--- src/rtl/mem_bus_pkg.sv ---
// mem_bus_pkg
//   Shared definitions for the memory bus controller slice: default widths,
//   the wait-counter width and the controller FSM state encoding.
//   Imported by mem_wait_counter and mem_bus_ctrl.
package mem_bus_pkg;

  localparam int DATA_W_DEF      = 32;
  localparam int ADDR_W_DEF      = 9;
  localparam int MEM_DEPTH_DEF   = 512;
  localparam int RAM_LATENCY_DEF = 2;

  // RAM_LATENCY is limited to 1..15, so four bits hold any wait count.
  localparam int LAT_W = 4;

  typedef enum logic [2:0] {
    ST_IDLE    = 3'd0,
    ST_RD_WAIT = 3'd1,
    ST_RD_CAP  = 3'd2,
    ST_WR_WAIT = 3'd3,
    ST_DONE    = 3'd4
  } mem_state_t;

endpackage

--- src/rtl/mem_wait_counter.sv ---
// mem_wait_counter
//   Loadable down-counter with a zero flag, used to pace RAM wait states for
//   both reads and writes.
// Ports:
//   Clock      in   system clock
//   Reset      in   synchronous active-high reset (count -> 0)
//   load       in   load load_value at the next edge (priority over dec)
//   load_value in   value to load
//   dec        in   decrement at the next edge; saturates at zero
//   zero       out  count is zero
module mem_wait_counter
  import mem_bus_pkg::*;
#(
  parameter int WIDTH = LAT_W
) (
  input  logic             Clock,
  input  logic             Reset,
  input  logic             load,
  input  logic [WIDTH-1:0] load_value,
  input  logic             dec,
  output logic             zero
);

  logic [WIDTH-1:0] count_q;

  // Load wins over decrement; decrement never wraps below zero.
  always_ff @(posedge Clock) begin
    if (Reset) begin
      count_q <= '0;
    end else if (load) begin
      count_q <= load_value;
    end else if (dec && (count_q != '0)) begin
      count_q <= count_q - WIDTH'(1);
    end
  end

  assign zero = (count_q == '0);

endmodule

--- src/rtl/mem_bus_ctrl.sv ---
// mem_bus_ctrl
//   Memory-side datapath stage behind the CPU control unit. Owns MAR and MDR,
//   turns rising edges of the control strobes into single RAM transactions
//   against a fixed-latency synchronous RAM, and reports completion.
// Optional build macro:
//   MEM_BUS_ERR_EN  range check against MEM_DEPTH; out-of-range accesses
//                   suppress the RAM strobe, reads return 0, bus_err is sticky.
//                   Undefined: addresses wrap modulo 2^ADDR_W, bus_err = 0.
// Ports:
//   Clock, Reset    clock and synchronous active-high reset
//   BusMuxOut       shared bus value (MAR / MDR load source)
//   MAR_enable      load MAR from BusMuxOut[ADDR_W-1:0]
//   MDR_enable      MDR load strobe; with MDR_read selects RAM or bus source
//   MDR_read        1 = read from RAM, 0 = load from bus
//   RAM_write       request write of MDR to RAM[MAR]
//   MDR_data        current MDR
//   mem_ready       one-cycle pulse when a RAM access completes
//   busy            a RAM access is in flight
//   bus_err         sticky out-of-range error
//   ram_addr/ram_wdata/ram_we/ram_re/ram_rdata   RAM interface
module mem_bus_ctrl
  import mem_bus_pkg::*;
#(
  parameter int DATA_W      = DATA_W_DEF,
  parameter int ADDR_W      = ADDR_W_DEF,
  parameter int MEM_DEPTH   = MEM_DEPTH_DEF,
  parameter int RAM_LATENCY = RAM_LATENCY_DEF
) (
  input  logic              Clock,
  input  logic              Reset,
  input  logic [DATA_W-1:0] BusMuxOut,
  input  logic              MAR_enable,
  input  logic              MDR_enable,
  input  logic              MDR_read,
  input  logic              RAM_write,
  output logic [DATA_W-1:0] MDR_data,
  output logic              mem_ready,
  output logic              busy,
  output logic              bus_err,
  output logic [ADDR_W-1:0] ram_addr,
  output logic [DATA_W-1:0] ram_wdata,
  output logic              ram_we,
  output logic              ram_re,
  input  logic [DATA_W-1:0] ram_rdata
);

  if ((MEM_DEPTH > (1 << ADDR_W)) || (RAM_LATENCY < 1) || (RAM_LATENCY > 15)) begin : g_bad_params
    $error("mem_bus_ctrl: illegal MEM_DEPTH or RAM_LATENCY");
  end

  mem_state_t        state_q, state_d;
  logic [ADDR_W-1:0] mar_q;
  logic [DATA_W-1:0] mdr_q;
  logic [DATA_W-1:0] rd_capture;
  logic              rd_level, rd_prev_q, wr_prev_q;
  logic              rd_req, wr_req;
  logic              cnt_load, cnt_dec, cnt_zero;
  logic              start_oor;

  // The control unit holds its strobes for a whole state, so only the first
  // cycle of each level counts as a request.
  assign rd_level = MDR_enable & MDR_read;
  assign rd_req   = rd_level & ~rd_prev_q;
  assign wr_req   = RAM_write & ~wr_prev_q;

  // Strobe history keeps sampling through reset so a level held across reset
  // does not look like a fresh edge afterwards.
  always_ff @(posedge Clock) begin
    rd_prev_q <= rd_level;
    wr_prev_q <= RAM_write;
  end

  // MAR follows the bus whenever enabled; the RAM latches the address at
  // strobe time, so changing it mid-transaction is harmless.
  always_ff @(posedge Clock) begin
    if (Reset) begin
      mar_q <= '0;
    end else if (MAR_enable) begin
      mar_q <= BusMuxOut[ADDR_W-1:0];
    end
  end

`ifdef MEM_BUS_ERR_EN
  logic rd_oor_q;
  logic bus_err_q;

  assign start_oor  = (int'(mar_q) >= MEM_DEPTH);
  assign rd_capture = rd_oor_q ? '0 : ram_rdata;
  assign bus_err    = bus_err_q;

  // Remember whether the accepted transaction was out of range; the read
  // path needs it later in RD_CAP, the error flag sticks until reset.
  always_ff @(posedge Clock) begin
    if (Reset) begin
      rd_oor_q  <= 1'b0;
      bus_err_q <= 1'b0;
    end else if ((state_q == ST_IDLE) && (rd_req || wr_req)) begin
      rd_oor_q <= start_oor;
      if (start_oor) begin
        bus_err_q <= 1'b1;
      end
    end
  end
`else
  assign start_oor  = 1'b0;
  assign rd_capture = ram_rdata;
  assign bus_err    = 1'b0;
`endif

  // MDR takes RAM data in RD_CAP; bus loads are honoured only when idle.
  always_ff @(posedge Clock) begin
    if (Reset) begin
      mdr_q <= '0;
    end else if (state_q == ST_RD_CAP) begin
      mdr_q <= rd_capture;
    end else if ((state_q == ST_IDLE) && MDR_enable && !MDR_read) begin
      mdr_q <= BusMuxOut;
    end
  end

  mem_wait_counter #(
    .WIDTH(LAT_W)
  ) u_wait_counter (
    .Clock     (Clock),
    .Reset     (Reset),
    .load      (cnt_load),
    .load_value(LAT_W'(RAM_LATENCY - 1)),
    .dec       (cnt_dec),
    .zero      (cnt_zero)
  );

  always_ff @(posedge Clock) begin
    if (Reset) begin
      state_q <= ST_IDLE;
    end else begin
      state_q <= state_d;
    end
  end

  // Read has priority over a simultaneous write; the write is dropped.
  always_comb begin
    state_d  = state_q;
    cnt_load = 1'b0;
    cnt_dec  = 1'b0;
    case (state_q)
      ST_IDLE: begin
        if (rd_req) begin
          state_d  = ST_RD_WAIT;
          cnt_load = 1'b1;
        end else if (wr_req) begin
          state_d  = ST_WR_WAIT;
          cnt_load = 1'b1;
        end
      end
      ST_RD_WAIT: begin
        if (cnt_zero) begin
          state_d = ST_RD_CAP;
        end else begin
          cnt_dec = 1'b1;
        end
      end
      ST_RD_CAP: state_d = ST_DONE;
      ST_WR_WAIT: begin
        if (cnt_zero) begin
          state_d = ST_DONE;
        end else begin
          cnt_dec = 1'b1;
        end
      end
      ST_DONE:  state_d = ST_IDLE;
      default:  state_d = ST_IDLE;
    endcase
  end

  // RAM strobes fire in the request cycle itself and are blocked during
  // reset so an abort never leaks a write.
  always_comb begin
    ram_re    = 1'b0;
    ram_we    = 1'b0;
    mem_ready = (state_q == ST_DONE);
    busy      = (state_q != ST_IDLE);
    if (!Reset && (state_q == ST_IDLE) && !start_oor) begin
      if (rd_req) begin
        ram_re = 1'b1;
      end else if (wr_req) begin
        ram_we = 1'b1;
      end
    end
  end

  assign MDR_data  = mdr_q;
  assign ram_addr  = mar_q;
  assign ram_wdata = mdr_q;

endmodule

--- config.mk ---
export PLATFORM = sky130hd
export DESIGN_NAME = mem_bus_ctrl
export DESIGN_NICKNAME = d
export VERILOG_FILES = /design/src/rtl/mem_bus_pkg.sv /design/src/rtl/mem_wait_counter.sv /design/src/rtl/mem_bus_ctrl.sv
export SDC_FILE = /design/constraint.sdc
export NUM_CORES = 1
export LEC_CHECK = 0
export BUFFER_PORTS_ARGS = -buffer_cell sky130_fd_sc_hd__buf_4
export CAP_MARGIN = 25
export CORE_UTILIZATION = 40
export DETAILED_ROUTE_END_ITERATION = 10
export PLACE_DENSITY_LB_ADDON = 0.05
export SYNTH_ARGS = -nofsm -noshare
export SYNTH_HDL_FRONTEND = slang
export SYNTH_SLANG_ARGS = --single-unit
--- constraint.sdc ---
create_clock -name Clock -period 1.3 [get_ports Clock]
set_input_delay 0.195 -clock Clock [delete_from_list [all_inputs] [get_ports Clock]]
set_output_delay 0.195 -clock Clock [all_outputs]
set_load 0.01 [all_outputs]
==> run summary <==
Clk slew on worst S/H paths -> 0.09 ns
Root buf cell -> clkbuf_8
Synth warnings -> 0
Clock sink count -> 50
Starting Density -> 42.1%
Cell mode on critical path -> buf_12
Mapped Nets -> 372
H-tree levels -> 2
Die height -> 84.2 µm
Max clock buf depth -> 2
Worst Max-Slew Pin Slew -> 0.521 ns
Hold Path End -> rd_prev_q
Total Neg Setup Slack -> -8.33 ns
Top Ports -> 148
Post-synth EDFFs -> 0
Max Clock Freq -> 622 MHz
Pwr Total -> 6310 µW
Max-Cap Viols -> 0
Via/cell ratio -> 5.33
Hold wc startpoint -> MDR_read
RSZ-0062 raised after global routing -> yes
FP Rows -> 29
Gpl congestion -> 0.705
Period utilization -> 124%
Filler cell count -> 451
Slew Limit Fails -> 0
Worst vdd ir -> 0.722 mV
Hold WS -> 0.110 ns
Die span in x -> 84.2 µm
FF-to-FF path depth -> 8
Mapped Cells -> 301
GRT Residual Overflow -> 0
Post-DP HPWL -> 5150 µm
Initial DRC count -> 110
Final WS setup -> -0.307 ns
Syn Std Cell Area -> 2710 µm²
Number of global-route vias before repair -> 2,580
Global-route wire length before repair -> 12,500 µm
Core Area -> 6420 µm²
WP buf/inv -> 6
Critical-path top delay cell -> dfxtp_4
Initial antenna violation count -> 0
Remaining DRCs -> 27
Internal power -> 4110 µW
Combinational power share -> 50.5%
PD cells -> 1310 nW/µm²
Crit path DAT -> 1.83 ns
CTS tree -> done
Slew Limit Headroom -> 65.2%
N_diodes -> 0
CP Launch Type -> register
Ys flop type -> dfxtp_1
Worst-Skew Late Latency -> 0.31 ns
Pin count of the biggest net entering global routing -> 25
Fraction of layout cells with a size suffix above 1 -> 71.4%
Crit-path max cell delay -> 0.37 ns
Final wirelength -> 8690 µm
Port Buf Inserts -> 146
Nets -> 518
Sequential Power Share -> 31.3%
ANT nets after route -> 0
Clock power frac -> 18.2%
Reg2Reg Setup Slack -> -0.31 ns
CP Capture Type -> register
Hold Violations, Final -> 0
Largest delay share family, worst path -> buffers and inverters
Register area share after synthesis -> 37.0%
Period minus WS final -> 1.61 ns
CP Max Fanout -> 7
Final Skew -> 0.00918 ns
DRT Pass-1 Iters -> 7
GRT Total Usage -> 21.9%
Worst hold path class -> primary input to register
DR vias -> 2,798
TritonCTS buffer count -> 5
Failing checks -> DRC, setup timing
Origin of the critical flop-to-flop path -> state_q[1]
Syn avg cell area -> 8.99 µm²
Hold path depth -> 2
Die area -> 7100 µm²
Post-synth ARST share -> 0%
Cell breakdown of the critical path -> buf_4, buf_12, buf_12, buf_16, inv_12, bufbuf_16, a211oi_2, a211oi_1
Crit Path Class -> register to register
NetSw -> 2200 µW
Pleak -> 0.00207 µW
Synthesis-to-layout area growth -> 77.5%
Synth Register Bits -> 50
WP data required -> 1.52 ns
Final core utilization -> 74.8%
Reg2reg end -> MDR_data[10]
Net Sw Frac -> 34.8%
Status -> finished, violations left
WL/cell -> 16.6 µm
Synth unique cells -> 41
Setup violators final -> 41
[cells by family after synthesis]
family | count (synthesis) | synth area share [%]
buf+inv | 86 | 17.7
compound gates | 79 | 21.6
simple gates | 52 | 10.1
flops | 50 | 37.0
mux | 32 | 12.9
fa+ha+maj | 1 | 0.462
other cells | 1 | 0.139
[worst max-delay path by stage]
stage / startpoint / endpoint / slack [ns] / cells after the start
3_3_place_gp: u_wait_counter.count_q[0] / u_wait_counter.count_q[1] / -0.10 / 5
3_5_place_dp: state_q[1] / MDR_data[17] / -0.13 / 4
2_1_floorplan: state_q[1] / ram_we / -0.07 / 5
6_report: state_q[1] / MDR_data[10] / -0.31 / 8
5_1_grt: state_q[1] / ram_we / -0.37 / 4
4_1_cts: state_q[1] / ram_we / -0.27 / 4
[sequential cells by signal, summed over array words and instances (netlist names)]
register and flops:
MDR_data 32, ram_addr 9, rd_prev_q 1, state_q 3
u_wait_counter.count_q 4, wr_prev_q 1
[power groups by stage]
stage | clock [µW] | combinational (µW) | sequential, µW
CTS | 1150 | 2450 | 1950
global route | 1260 | 3360 | 2000
global placement | 0 | 2070 | 1970
detailed placement | 0 | 2070 | 1990
floorplan | 0 | 1270 | 2030
finish | 1150 | 3190 | 1980
[layer usage]
metal / track usage, % / wire length (µm) / vias up
met5: 0 / 0 / -
met4: 5.64 / 79 / 0
met3: 6.29 / 635 / 8
met2: 36.1 / 4360 / 112
met1: 28.2 / 3620 / 1347
li1: - / - / 1331
[timing repair]
item                                    4_1_cts  5_1_grt
resized for setup                            48       96
cloned                                        4        6
pin swaps                                    10       46
hold buffers                                  1        0
hold endpoints to repair                      1        0
endpoints found under the setup margin       42       43
buffers inserted                              7       12
[synthesized netlist by cell type, types with 2 or more instances]
library cell / instances / area (µm²)
nor3b_1: 2 / 15.0
buf_1: 3 / 11.3
mux2_2: 23 / 259
mux2i_1: 9 / 90.1
a311oi_1: 8 / 70.1
nor2_1: 21 / 78.8
nand3_1: 11 / 55.1
inv_2: 2 / 7.51
inv_1: 26 / 97.6
buf_2: 5 / 25.0
buf_6: 3 / 33.8
nor2b_1: 2 / 12.5
a211oi_1: 47 / 353
nand2b_1: 3 / 18.8
and2_1: 2 / 12.5
clkbuf_1: 13 / 48.8
buf_4: 34 / 255
dfxtp_1: 50 / 1000
a21oi_1: 4 / 20.0
o21ai_0: 12 / 60.1
[per-stage QoR]
| stage | setup WS [ns] | cell area [µm²] | instances |
|---|---|---|---|
| 2_1_floorplan | -0.0703 | 2760 | 301 |
| 3_3_place_gp | -0.101 | 3740 | 487 |
| 3_5_place_dp | -0.129 | 3740 | 487 |
| 4_1_cts | -0.272 | 4140 | 507 |
| 5_1_grt | -0.365 | 4800 | 525 |
| 6_report | -0.307 | 4800 | 525 |
[cells in the final DEF, fill, tap and decap left out, types with 4 or more instances in the layout]
cell / instances
a211oi_1: 5
a211oi_2: 40
a21o_4: 4
a311oi_2: 9
buf_12: 8
buf_4: 171
buf_6: 5
clkbuf_8: 5
dfxtp_1: 45
inv_1: 24
mux2_2: 12
mux2_4: 11
mux2i_1: 9
nand3_1: 11
nor2_1: 11
nor2_2: 8
o21ai_0: 4
o21ai_2: 5
[cell type report]
class / count / area [µm²] / share of cell area (%)
timing repair inverter: 1 / 11.3 / 0.235
clock inverter: 3 / 45.0 / 0.938
clock buffer: 5 / 68.8 / 1.43
timing repair buffer: 193 / 1690 / 35.2
multi-input combinational: 168 / 1760 / 36.6
tap: 77 / 96.3 / 2.01
inverter: 28 / 118 / 2.45
sequential: 50 / 1010 / 21.1
Note: power is estimated with default switching activity, not from simulation.
